--- config.mk ---
export PLATFORM = sky130hd
export DESIGN_NAME = nec_ir_transmit
export DESIGN_NICKNAME = d
export VERILOG_FILES = /design/src/rtl/nec_ir_transmit.sv
export SDC_FILE = /design/constraint.sdc
export NUM_CORES = 1
export LEC_CHECK = 0
export CORE_MARGIN = 2
export CORE_UTILIZATION = 35
export DETAILED_ROUTE_END_ITERATION = 10
export PLACE_DENSITY_LB_ADDON = 0.12
export SKIP_CTS_REPAIR_TIMING = 1
export SYNTH_ARGS = -nofsm -noshare
export SYNTH_HDL_FRONTEND = slang
export SYNTH_SLANG_ARGS = --single-unit
--- constraint.sdc ---
create_clock -name clk -period 2.9 [get_ports clk]
set_input_delay 0.435 -clock clk [delete_from_list [all_inputs] [get_ports clk]]
set_output_delay 0.435 -clock clk [all_outputs]
set_load 0.005 [all_outputs]
--- src/rtl/nec_ir_transmit.sv ---
// NEC infrared transmitter: leader, 32 data bits LSB first, stop mark and inter-frame gap.
// Optional 50% duty carrier on ir_tx when NEC_TX_CARRIER_EN is defined; baseband otherwise.
module nec_ir_transmit #(
  parameter int unsigned UNIT_CYCLES = 28125,
  parameter int unsigned CARRIER_DIV = 1316,
  parameter int unsigned GAP_UNITS   = 72
) (
  input  logic        clk,
  input  logic        rst,
  input  logic        valid,
  output logic        ready,
  input  logic [31:0] data_to_send,
  output logic        ir_tx,
  output logic        ir_env
);

  if (UNIT_CYCLES < 1 || UNIT_CYCLES > 32768) begin : g_bad_unit
    $error("UNIT_CYCLES must fit in 15 bits");
  end
  if (CARRIER_DIV < 2 || (CARRIER_DIV % 2) != 0) begin : g_bad_div
    $error("CARRIER_DIV must be even and at least 2");
  end
  if (GAP_UNITS < 1 || GAP_UNITS > 128) begin : g_bad_gap
    $error("GAP_UNITS must be 1..128");
  end

  typedef enum logic [2:0] {
    StIdle,
    StLeadMark,
    StLeadSpace,
    StBitMark,
    StBitSpace,
    StStopMark,
    StGap
  } state_e;

  localparam logic [14:0] UnitLast = 15'(UNIT_CYCLES - 1);
  localparam logic [6:0]  GapLoad  = 7'(GAP_UNITS - 1);

  state_e      r_state, w_state_nxt;
  logic [14:0] r_cycle, w_cycle_nxt;
  logic [6:0]  r_unit, w_unit_nxt;
  logic [4:0]  r_bit_idx, w_bit_idx_nxt;
  logic [31:0] r_shift, w_shift_nxt;
  logic        r_ready, r_env, r_tx;
  logic        w_unit_end, w_state_end;
  logic        w_env_nxt, w_ready_nxt, w_tx_nxt;

  assign w_unit_end  = (r_cycle == UnitLast);
  assign w_state_end = w_unit_end && (r_unit == 7'd0);

  // Unit counter holds remaining units minus one; it is reloaded on every state change.
  always_comb begin
    w_state_nxt   = r_state;
    w_cycle_nxt   = r_cycle;
    w_unit_nxt    = r_unit;
    w_bit_idx_nxt = r_bit_idx;
    w_shift_nxt   = r_shift;

    if (r_state != StIdle) begin
      w_cycle_nxt = w_unit_end ? 15'd0 : r_cycle + 15'd1;
      if (w_unit_end && r_unit != 7'd0) begin
        w_unit_nxt = r_unit - 7'd1;
      end
    end

    unique case (r_state)
      StIdle: begin
        if (valid && r_ready) begin
          w_state_nxt   = StLeadMark;
          w_shift_nxt   = data_to_send;
          w_bit_idx_nxt = 5'd0;
          w_unit_nxt    = 7'd15;
          w_cycle_nxt   = 15'd0;
        end
      end
      StLeadMark: begin
        if (w_state_end) begin
          w_state_nxt = StLeadSpace;
          w_unit_nxt  = 7'd7;
        end
      end
      StLeadSpace: begin
        if (w_state_end) begin
          w_state_nxt   = StBitMark;
          w_unit_nxt    = 7'd0;
          w_bit_idx_nxt = 5'd0;
        end
      end
      StBitMark: begin
        if (w_state_end) begin
          w_state_nxt = StBitSpace;
          w_unit_nxt  = r_shift[0] ? 7'd2 : 7'd0;
        end
      end
      StBitSpace: begin
        if (w_state_end) begin
          w_unit_nxt = 7'd0;
          if (r_bit_idx != 5'd31) begin
            w_state_nxt   = StBitMark;
            w_shift_nxt   = {1'b0, r_shift[31:1]};
            w_bit_idx_nxt = r_bit_idx + 5'd1;
          end else begin
            w_state_nxt = StStopMark;
          end
        end
      end
      StStopMark: begin
        if (w_state_end) begin
          w_state_nxt = StGap;
          w_unit_nxt  = GapLoad;
        end
      end
      StGap: begin
        if (w_state_end) begin
          w_state_nxt = StIdle;
          w_unit_nxt  = 7'd0;
        end
      end
      default: begin
        w_state_nxt = StIdle;
        w_unit_nxt  = 7'd0;
        w_cycle_nxt = 15'd0;
      end
    endcase
  end

  assign w_env_nxt   = (w_state_nxt == StLeadMark) || (w_state_nxt == StBitMark) ||
                       (w_state_nxt == StStopMark);
  assign w_ready_nxt = (w_state_nxt == StIdle);

`ifdef NEC_TX_CARRIER_EN
  localparam int unsigned CarW = (CARRIER_DIV > 2) ? $clog2(CARRIER_DIV) : 1;
  localparam logic [CarW-1:0] CarLast = CarW'(CARRIER_DIV - 1);
  localparam logic [CarW-1:0] CarHalf = CarW'(CARRIER_DIV / 2);

  logic [CarW-1:0] r_car, w_car_nxt;
  logic            w_mark_entry;

  // Restarting on mark entry makes every mark open with a high half-period.
  assign w_mark_entry = w_env_nxt && (w_state_nxt != r_state);

  always_comb begin
    w_car_nxt = r_car;
    if (w_mark_entry || !w_env_nxt) begin
      w_car_nxt = '0;
    end else if (r_car == CarLast) begin
      w_car_nxt = '0;
    end else begin
      w_car_nxt = r_car + 1'b1;
    end
  end

  assign w_tx_nxt = w_env_nxt && (w_car_nxt < CarHalf);

  always_ff @(posedge clk) begin
    if (rst) begin
      r_car <= '0;
    end else begin
      r_car <= w_car_nxt;
    end
  end
`else
  assign w_tx_nxt = w_env_nxt;
`endif

  always_ff @(posedge clk) begin
    if (rst) begin
      r_state   <= StIdle;
      r_cycle   <= 15'd0;
      r_unit    <= 7'd0;
      r_bit_idx <= 5'd0;
      r_shift   <= 32'd0;
      r_ready   <= 1'b1;
      r_env     <= 1'b0;
      r_tx      <= 1'b0;
    end else begin
      r_state   <= w_state_nxt;
      r_cycle   <= w_cycle_nxt;
      r_unit    <= w_unit_nxt;
      r_bit_idx <= w_bit_idx_nxt;
      r_shift   <= w_shift_nxt;
      r_ready   <= w_ready_nxt;
      r_env     <= w_env_nxt;
      r_tx      <= w_tx_nxt;
    end
  end

  assign ready  = r_ready;
  assign ir_env = r_env;
  assign ir_tx  = r_tx;

endmodule
==> results.toml <==
[routing]
routedWlPerCell_um = 12.8
route.antenna.remaining_nets = 0
wl_um = 6860
routed_via_density = 5.24
drt_first_pass_iters = 4
vias = 2812
route.detailed.drc = 0
dr.first_iter.drc_count = 122

[worst_setup_path]
worstPathBufferInverterCount = 1
critical-path-top-delay-family = "simple AND/OR/NAND/NOR gates"
rr_startpoint = "r_unit[2]$_SDFF_PP0_"
critPathSlowestCell = "nor4_1"
timing.critical_path.slowest_cell_delay_ns = 0.55
crit_path_end_kind = "flop"
critical_path_start_end_classification = "reg2reg"
crit_chain = "nor4_1, nand3b_1, o31a_1, nor4_4, buf_12, nor2_1, a311oi_1"
worst_setup_path_start_kind = "flop"
ff2ff_path_depth = 7
setup.reg_to_reg.worst_slack_ns = 0.34
worstPathRequired_ns = 3.15
critPathArrivalTime_ns = 2.81
crit_path_max_fanout = 64
critical_path.reg2reg.endpoint = "r_shift[26]$_SDFFE_PP0P_"

[power]
totalPowerFinal_mw = 2.00
total_power_density_per_cell_area_mw_per_mm2 = 537
power.static_leakage_nw = 1.33
ir_worst_vdd_uv = 227

[global_routing]
first_global_vias = 2785
pin_count_of_the_biggest_net_entering_global_routing = 65
grt_overflow = 0
globalRouteTotalUtil_pct = 15.3
first_pass_grt_wire_length_um = 12400
grt_antenna_before_repair = 0

[final_layout]
final_layout_size_suffix_gt1_share_pct = 7.46
most-common-layout-cells = "nand2_1 (81), nor2_1 (66), dfxtp_1 (64)"
fin_nets = 465
diodes = 0
layoutNonFillerInstCount = 537
most_frequent_standard_cell_in_the_layout_excluding_fill_and_tap_cells = "nand2_1"
synthToLayoutAreaGrowth_pct = 20.6
final_instance_area_mm2 = 0.00373

[logic_synthesis]
synth-edff-count = 0
number_of_instances_in_the_synthesized_netlist = 394
synth_flop_cell = "dfxtp_1"
postSynth.asyncResetShare_pct = 0
yosysSeqAreaShare_pct = 41.4
syn_avg_cell_area_um2 = 7.86
yosysWarningCount = 0
synth.distinct_cells = 45
post_synth_instance_area_mm2 = 0.00310
yosys_register_bits = 64
syn-num-nets = 435

[die]
die_height_um = 98.0
num_rows = 34
design.core.area_mm2 = 0.00864
die_w_um = 98.0
pin_count = 38
die_area_mm2 = 0.00961
floorplan.initialDensity_pct = 35.8

[timing]
share_of_the_cycle_needed_by_the_critical_path_after_routing_pct = 88.4
hold_violations = 0
final.setup_skew_ns = 0.0100
setup_viol_count_final = 0
maxSlewHeadroom_pct = 57.5
final_max_slew_viol_count = 0
fmaxAchievable_ghz = 0.390
worst_slew_pin_slew_ns = 0.633
final_critical_path_setup_slack_ns = 0.338
grt_setup_unrepaired = "false"
setup_tns_ns = 0
min_period_ns = 2.56

[cts]
clk_transition_reported_paths_ns = 0.08
clk_latency_ns = 0.34
clock_path_buffers = 2
cts_inserted_buffers = 9
root_buffer = "clkbuf_8"
cts_tree = "built"
cts_num_sinks = 64
cts_max_level = 3

[place]
dp.cells = 521
placement.cell_area_mm2 = 0.00356
hpwl_um = 4580
finalWeightedCongestion = 0.905
post-place-ws_ns = 0.393
placement.io_buffers = 37

[flow_run]
max-cap-violations = 0

[hold_path]
hold_path_end = "r_bit_idx[4]$_SDFFE_PP0P_"
holdCritStartpoint = "r_bit_idx[4]$_SDFFE_PP0P_"
min_delay_path_depth = 2
min_path_type = "reg2reg"

[run_status]
outcome = "finished clean"
[power by group]
part           internal (mW)  total, mW  switching (mW)
sequential             0.954      0.997          0.0425
clock                  0.307      0.673           0.366
combinational          0.155      0.335           0.180
total                   1.42       2.00           0.588
[worst reg2reg max path, delay by kind of cell (launching register included)]
kind            cells  cell delay (ns)
simple gates        4             1.18
flops               1             0.37
compound gates      2             0.63
buf+inv             1             0.29
[per-stage QoR]
stage	hold slack, ns	utilization [%]
finish	0.459	43.2
global route	0.492	43.2
CTS	0.462	43.2
detailed placement	0.452	41.2
global placement	0.445	41.2
floorplan	0.429	-
[final cells by class]
type                            count  area, um^2
Clock buffer                        9         124
Timing Repair Buffer               49         473
Inverter                            5        18.8
Clock inverter                      7        48.8
Fill cell                         881        4900
Multi-Input combinational cell    295        1650
Sequential cell                    64        1280
Tap cell                          108         135
[layer usage]
layer / global-route usage (%) / wire length [um]
met1: 19.5 / 3440
met2: 24.6 / 2910
met3: 4.01 / 293
met4: 6.73 / 213
met5: 0 / 0
[state kept, by name, summed over array words and instances, names as in the netlist]
| signal | flops |
|---|---|
| ready | 1 |
| r_state | 3 |
| r_shift | 32 |
| ir_tx | 1 |
| r_unit | 7 |
| r_bit_idx | 5 |
| r_cycle | 15 |
[synthesized netlist by cell type (2+ instances only)]
cell type / instances / area (um^2)
nand2_1: 81 / 304
nor2_1: 66 / 248
dfxtp_1: 64 / 1280
a311oi_1: 31 / 272
clkbuf_1: 21 / 78.8
nand3_1: 14 / 70.1
a21oi_1: 10 / 50.1
o21ai_0: 9 / 45.0
xnor2_1: 9 / 78.8
nor4_1: 8 / 50.1
nor3_1: 7 / 35.0
xor2_1: 7 / 61.3
ha_1: 6 / 75.1
inv_1: 5 / 18.8
a31oi_1: 4 / 25.0
buf_2: 4 / 20.0
nand4_1: 4 / 25.0
a221oi_1: 3 / 26.3
and3_1: 3 / 18.8
buf_6: 3 / 33.8
nor2b_1: 3 / 18.8
a211oi_1: 2 / 15.0
a21o_1: 2 / 15.0
a22oi_1: 2 / 15.0
nand2b_1: 2 / 12.5
nand3b_1: 2 / 15.0
o22ai_1: 2 / 12.5
o31a_1: 2 / 17.5
or3_1: 2 / 12.5
[worst max path at each step]
stage | from | endpoint | slack, ns | depth (start not counted)
after floorplan | r_cycle[0]$_SDFF_PP0_ | r_shift[10]$_SDFFE_PP0P_ | 0.40 | 10
after global placement | r_unit[2]$_SDFF_PP0_ | r_shift[24]$_SDFFE_PP0P_ | 0.38 | 7
after detailed placement | r_cycle[0]$_SDFF_PP0_ | ready$_SDFF_PP1_ | 0.39 | 9
after CTS | r_cycle[0]$_SDFF_PP0_ | ready$_SDFF_PP1_ | 0.37 | 9
after global routing | r_unit[2]$_SDFF_PP0_ | r_shift[3]$_SDFFE_PP0P_ | 0.07 | 7
final | r_unit[2]$_SDFF_PP0_ | r_shift[26]$_SDFFE_PP0P_ | 0.34 | 7
[logic make-up after synthesis]
logic type | synth area share (%)
AND/OR/NAND/NOR | 28.2
AO/OA/AOI/OAI | 17.9
flip-flops | 41.4
buffers and inverters | 5.25
XOR/XNOR | 4.53
adder cells (fa/ha/maj) | 2.75
(Power assumes the default switching activity.)
